## src/rtl/multdiv_pkg.sv

```systemverilog
// Shared types and constants for the iterative multiply/divide unit.
package multdiv_pkg;

    localparam int WIDTH = 32;
    localparam int ITER = 32;
    localparam logic [WIDTH-1:0] INT_MIN = 32'h8000_0000;

    typedef enum logic [1:0] {IDLE, MULT, DIV, DONE} state_t;

    typedef enum logic [1:0] {NOP, ADD, SUB} booth_t;

    // Radix-2 Booth recoding of the current multiplier bit and the bit shifted out last.
    function automatic booth_t booth_decode(input logic m0, input logic qm1);
        case ({m0, qm1})
            2'b01:   return ADD;
            2'b10:   return SUB;
            default: return NOP;
        endcase
    endfunction

endpackage

```

## src/rtl/multdiv_ctrl.sv

```systemverilog
// Sequencer for multdiv_unit: state machine, iteration counter, start priority and ready strobe.
module multdiv_ctrl #(
    parameter int ITER = 32
) (
    input  logic clock,
    input  logic reset_n,
    input  logic ctrl_MULT,
    input  logic ctrl_DIV,
    output logic load_mult,
    output logic load_div,
    output logic iterate,
    output logic finalise,
    output logic mode_div,
    output logic ready
);
    import multdiv_pkg::*;

    state_t     state;
    state_t     next_state;
    logic [5:0] count;
    logic       start;
    logic       busy;
    logic       last;

    always_ff @(posedge clock) begin
        if (!reset_n) begin
            state <= IDLE;
        end else begin
            state <= next_state;
        end
    end

    // A new start in any state abandons whatever was in flight; multiply has priority.
    always_comb begin
        start      = ctrl_MULT | ctrl_DIV;
        busy       = (state == MULT) || (state == DIV);
        last       = (count == 6'(ITER));
        load_mult  = ctrl_MULT;
        load_div   = ctrl_DIV & ~ctrl_MULT;
        iterate    = busy && !start && !last;
        finalise   = busy && !start && last;
        mode_div   = (state == DIV);
        ready      = (state == DONE);
        next_state = state;
        if (load_mult) begin
            next_state = MULT;
        end else if (load_div) begin
            next_state = DIV;
        end else begin
            case (state)
                MULT, DIV: if (last) next_state = DONE;
                DONE:      next_state = IDLE;
                default:   next_state = state;
            endcase
        end
    end

    always_ff @(posedge clock) begin
        if (!reset_n) begin
            count <= '0;
        end else if (start) begin
            count <= '0;
        end else if (iterate) begin
            count <= count + 6'd1;
        end
    end

endmodule

```

## src/rtl/multdiv_unit.sv

```systemverilog
// Iterative signed 32-bit Booth multiplier / restoring divider built around one shared adder.
module multdiv_unit #(
    parameter int WIDTH = 32,
    parameter int ITER  = 32
) (
    input  logic             clock,
    input  logic             reset_n,
    input  logic [WIDTH-1:0] data_operandA,
    input  logic [WIDTH-1:0] data_operandB,
    input  logic             ctrl_MULT,
    input  logic             ctrl_DIV,
    output logic [WIDTH-1:0] data_result,
    output logic             data_exception,
    output logic             data_resultRDY
);
    import multdiv_pkg::*;

    logic [WIDTH-1:0] acc;
    logic [WIDTH-1:0] lo;
    logic [WIDTH-1:0] opnd;
    logic             qm1;
    logic             neg_q;
    logic             div_zero;

    logic             load_mult;
    logic             load_div;
    logic             iterate;
    logic             finalise;
    logic             mode_div;
    booth_t           booth;

    logic [WIDTH-1:0] add_a;
    logic [WIDTH-1:0] add_b;
    logic             add_cin;
    logic [WIDTH-1:0] sum;
    logic             carry;
    logic             shift_sign;

    multdiv_ctrl #(.ITER(ITER)) u_ctrl (
        .clock     (clock),
        .reset_n   (reset_n),
        .ctrl_MULT (ctrl_MULT),
        .ctrl_DIV  (ctrl_DIV),
        .load_mult (load_mult),
        .load_div  (load_div),
        .iterate   (iterate),
        .finalise  (finalise),
        .mode_div  (mode_div),
        .ready     (data_resultRDY)
    );

    assign booth = booth_decode(lo[0], qm1);

    // A negative divisor is added directly rather than negated, since -|B| == B in two's complement.
    always_comb begin
        add_a   = '0;
        add_b   = '0;
        add_cin = 1'b0;
        if (load_div) begin
            add_b   = data_operandA[WIDTH-1] ? ~data_operandA : data_operandA;
            add_cin = data_operandA[WIDTH-1];
        end else if (iterate && mode_div) begin
            add_a   = {acc[WIDTH-2:0], lo[WIDTH-1]};
            add_b   = opnd[WIDTH-1] ? opnd : ~opnd;
            add_cin = ~opnd[WIDTH-1];
        end else if (iterate) begin
            add_a = acc;
            case (booth)
                ADD: add_b = opnd;
                SUB: begin
                    add_b   = ~opnd;
                    add_cin = 1'b1;
                end
                default: add_b = '0;
            endcase
        end else if (finalise && mode_div) begin
            add_b   = neg_q ? ~lo : lo;
            add_cin = neg_q;
        end
    end

    assign {carry, sum} = {1'b0, add_a} + {1'b0, add_b} + {{WIDTH{1'b0}}, add_cin};
    // True sign of the 33-bit Booth partial sum, so overflow of acc is shifted back in correctly.
    assign shift_sign = add_a[WIDTH-1] ^ add_b[WIDTH-1] ^ carry;

    always_ff @(posedge clock) begin
        if (!reset_n) begin
            acc      <= '0;
            lo       <= '0;
            opnd     <= '0;
            qm1      <= 1'b0;
            neg_q    <= 1'b0;
            div_zero <= 1'b0;
        end else if (load_mult) begin
            acc      <= '0;
            lo       <= data_operandB;
            opnd     <= data_operandA;
            qm1      <= 1'b0;
            neg_q    <= 1'b0;
            div_zero <= 1'b0;
        end else if (load_div) begin
            acc      <= '0;
            lo       <= sum;
            opnd     <= data_operandB;
            qm1      <= 1'b0;
            neg_q    <= data_operandA[WIDTH-1] ^ data_operandB[WIDTH-1];
            div_zero <= (data_operandB == '0);
        end else if (iterate && mode_div) begin
            if (carry) begin
                acc <= sum;
                lo  <= {lo[WIDTH-2:0], 1'b1};
            end else begin
                acc <= add_a;
                lo  <= {lo[WIDTH-2:0], 1'b0};
            end
        end else if (iterate) begin
            acc <= {shift_sign, sum[WIDTH-1:1]};
            lo  <= {sum[0], lo[WIDTH-1:1]};
            qm1 <= lo[0];
        end
    end

    // Only the most-negative magnitude can overflow a quotient, and only when the sign is positive.
    always_ff @(posedge clock) begin
        if (!reset_n) begin
            data_result    <= '0;
            data_exception <= 1'b0;
        end else if (finalise) begin
            if (!mode_div) begin
                data_result    <= lo;
                data_exception <= (acc != {WIDTH{lo[WIDTH-1]}});
            end else if (div_zero) begin
                data_result    <= '0;
                data_exception <= 1'b1;
            end else begin
                data_result    <= sum;
                data_exception <= (lo == INT_MIN) && !neg_q;
            end
        end
    end

endmodule

```

## config.mk

```make
export PLATFORM = sky130hd
export DESIGN_NAME = multdiv_unit
export DESIGN_NICKNAME = d
export VERILOG_FILES = /design/src/rtl/multdiv_pkg.sv /design/src/rtl/multdiv_ctrl.sv /design/src/rtl/multdiv_unit.sv
export SDC_FILE = /design/constraint.sdc
export NUM_CORES = 1
export LEC_CHECK = 0
export CORE_MARGIN = 3
export CORE_UTILIZATION = 54
export CTS_BUF_LIST = sky130_fd_sc_hd__clkbuf_4
export CTS_CLUSTER_DIAMETER = 50
export DETAILED_ROUTE_END_ITERATION = 10
export PLACE_DENSITY = 0.73
export RECOVER_POWER = 100
export REMOVE_ABC_BUFFERS = 1
export SYNTH_ARGS = -nofsm -noshare
export SYNTH_HDL_FRONTEND = slang
export SYNTH_SLANG_ARGS = --single-unit
```

## constraint.sdc

```tcl
create_clock -name clock -period 15.34 [get_ports clock]
set_input_delay 3.835 -clock clock [delete_from_list [all_inputs] [get_ports clock]]
set_output_delay 3.835 -clock clock [all_outputs]
set_load 0.01 [all_outputs]
```

==> metrics.txt <==
sequential cell area fraction in the yosys report 25.5%; utilization after layout 61.8%; Sw Ratio 34.5%; Yosys reg bits 140; PwrDens 69.9 nW/um^2; Post-Place Worst Slack 6.05 ns; final hold violation count 0; Worst Slack Setup Final 3.73 ns; Pwr Total 852 uW; Initial Util 55.8%; CP max stage cell clkbuf_1; Remaining DRCs 0; r2r setup slk 8.65 ns; sequential share of power 46.9%; die height 149 um; r2r worst-path depth 21; DP Wirelength 24,900 um; FILL cells 1,831; Routed Antenna Nets 0; # resized after CTS 0; Final setup viols 0; CTS buffer count 17; drt first-iter violations 1,281; antenna cells 0; fin crit period 11.61 ns; Rows 51; Max Slew Vio Count 243; largest delay contributor family on the critical path buffers and inverters; simple-gate portion of the synthesized area 16.6%; initial antenna violation count 0; PortBufs 101; largest area contributor in the netlist dfxtp_1; unrepaired setup endpoints after global routing false; Worst setup SP type primary input; Clk pwr share 29.4%; Setup TNS 0 ns; hold_sp data_result[0]; Worst-Margin Slew 2.53 ns; Switch Pwr 294 uW; largest net degree at the start of global routing 68; Die Width 149 um; crit path cell chain buf_2 -> clkbuf_1 -> inv_1 -> nand2_1 -> o221ai_1 -> fa_1 -> fa_1 -> a211oi_1 -> o21ai_0 -> o2111ai_2 -> nand3_1 -> o311ai_4 -> o21ai_4 -> buf_4 -> mux2_1 -> a222oi_1 -> nor2_1; synth top area cells dfxtp_1 (25%), a21oi_1 (6.7%), mux2i_1 (6.6%); Setup Buffers After CTS 0; Mean Syn Cell Area 7.66 um^2; GRT Total Usage 33.2%; core box area 19,700 um^2; slew margin rel. -68.6%; global route overflow 0; synthesized area 11,000 um^2; Clk pin slew, worst setup/hold paths 0.12 ns; top-count cell post-synth nand2_1; Synth top area share 25.5%; mux contribution to synthesized area 7.36%; layout cell share with drive strength beyond 1 5.67%; routed vias 11,388; final worst-path cycle share 75.7%; final wirelength 37,500 um; routability cong. 1.00; hold buffers post-CTS 0; critical setup path kind in -> reg; CTS tree done; Setup Skew 0.0217 ns; Hold Crit Depth 2; EDFF count, synth 0; vias in the first global route 10,666; asr flop ratio synth 0%; Max stage delay on crit path 1.79 ns; first-pass GRT wire length 59,200 um; post-synthesis adder-cell area fraction 4.46%; average wire per standard cell 21.7 um; Comb pwr share 23.7%; Pint 558 uW; Post-Synth XOR/XNOR Area 7.48%; Mapped Cells 1,436; Vias/cell 6.58; commonest cells in the netlist nand2_1 (162), a21oi_1 (147), dfxtp_1 (140); r2r endpoint acc[4]; nets 1,558; worst skew pair latency 0.59 ns; YS warnings 0; clock buffer depth 2; critical path required time 15.77 ns; Top FF cell, synth dfxtp_1; Root Buffer clkbuf_4; WHS Endpoint data_result[0]; failing checks max-capacitance violations, max-slew violations; area growth from synthesis to layout 10.8%; maximum level of the CTS H-tree 4; total of max-cap violations 5; Netlist cell types 85; Hold Path Class reg -> reg; drt pass-1 iters 6; compound-gate portion of the synthesized area 32.9%; maximum clock rate 86.1 MHz; Lkg Pwr 0.00489 uW; outcome finished with violations; CP Capture Type flop; CP arrival 12.04 ns; VDD IR max 0.0461 mV; Top Ports 102; CP most frequent cell fa_1; origin of the critical flop-to-flop path u_ctrl.count[0]; Worst Path Buf+Inv 4; crit-path max FO 50; TritonCTS Sinks 140; die area 22,100 um^2; largest family of logic cells by synthesized area compound AO/OA/AOI/OAI gates
## layout make-up
type                       instances  area, um^2  area share, %
sequential                       140        2800           23.0
clock buffer                      20         150           1.23
inverter                          27         101          0.831
tap                              265         332           2.72
multi-input combinational       1145        7550           62.0
timing repair buffer             121        1130           9.25
clock inverter                    12         123           1.01
## kinds of logic (layout without fill, tap and decap cells)
logic type | count (synthesis) | after routing
and+or+nand+nor | 402 | 402
adders and majority gates | 38 | 38
AOI/OAI and AO/OA | 531 | 531
xor gates and xnor gates | 94 | 94
muxes | 80 | 80
DFF | 140 | 140
buffers and inverters | 151 | 180
## cell usage in the layout, fill, tap and decap left out, drive strengths merged, types with 42 or more instances in the layout
cell type      Yosys  routed
o21ai            130     130
nand2            164     164
a221oi            42      42
a21oi            151     151
xnor2             49      49
dfxtp            140     140
nor2             115     115
mux2i             73      73
clkdlybuf4s50      0      63
xor2              45      45
## sequential cells by signal (all words and copies together), names as in the netlist
name	cells
acc	32
data_result	32
lo	32
opnd	32
u_ctrl.count	6
u_ctrl.state	2
data_exception	1
div_zero	1
neg_q	1
qm1	1
## tightest hold or removal path: cells and delay by family (launching register included)
family	cells	cell delay, ns
flops	1	0.33
simple gates	2	0.14
## worst max-delay path by stage
stage	startpoint	endpoint	slack [ns]	depth (start not counted)
CTS	ctrl_DIV	acc[4]	6.64	19
finish	ctrl_MULT	acc[4]	3.73	17
detailed placement	ctrl_DIV	acc[4]	6.05	19
floorplan	ctrl_DIV	acc[22]	4.96	13
global route	ctrl_MULT	acc[4]	3.40	17
global placement	ctrl_DIV	acc[4]	6.18	19
## power groups by stage
stage	registers, uW	logic, uW	clock network [uW]
floorplan	401	120	0
global placement	406	195	0
detailed placement	407	197	0
CTS	399	198	253
global route	402	218	267
finish	400	202	250
## layer usage
metal	vias to the layer above	track usage [%]	share of wire (%)
li1	5362	-	-
met1	5311	46.2	43
met2	622	52.1	44
met3	93	5.83	9.3
met4	0	11.9	3.3
met5	-	0	0
## metrics by stage
stage	area, um^2	std cells	hold WS (ns)
5_1_grt	12200	1730	0.528
3_5_place_dp	12000	1698	0.486
2_1_floorplan	10500	1312	0.458
4_1_cts	12300	1730	0.505
6_report	12200	1730	0.498
3_3_place_gp	12000	1698	0.471
Note: power is estimated with default switching activity, not from simulation.
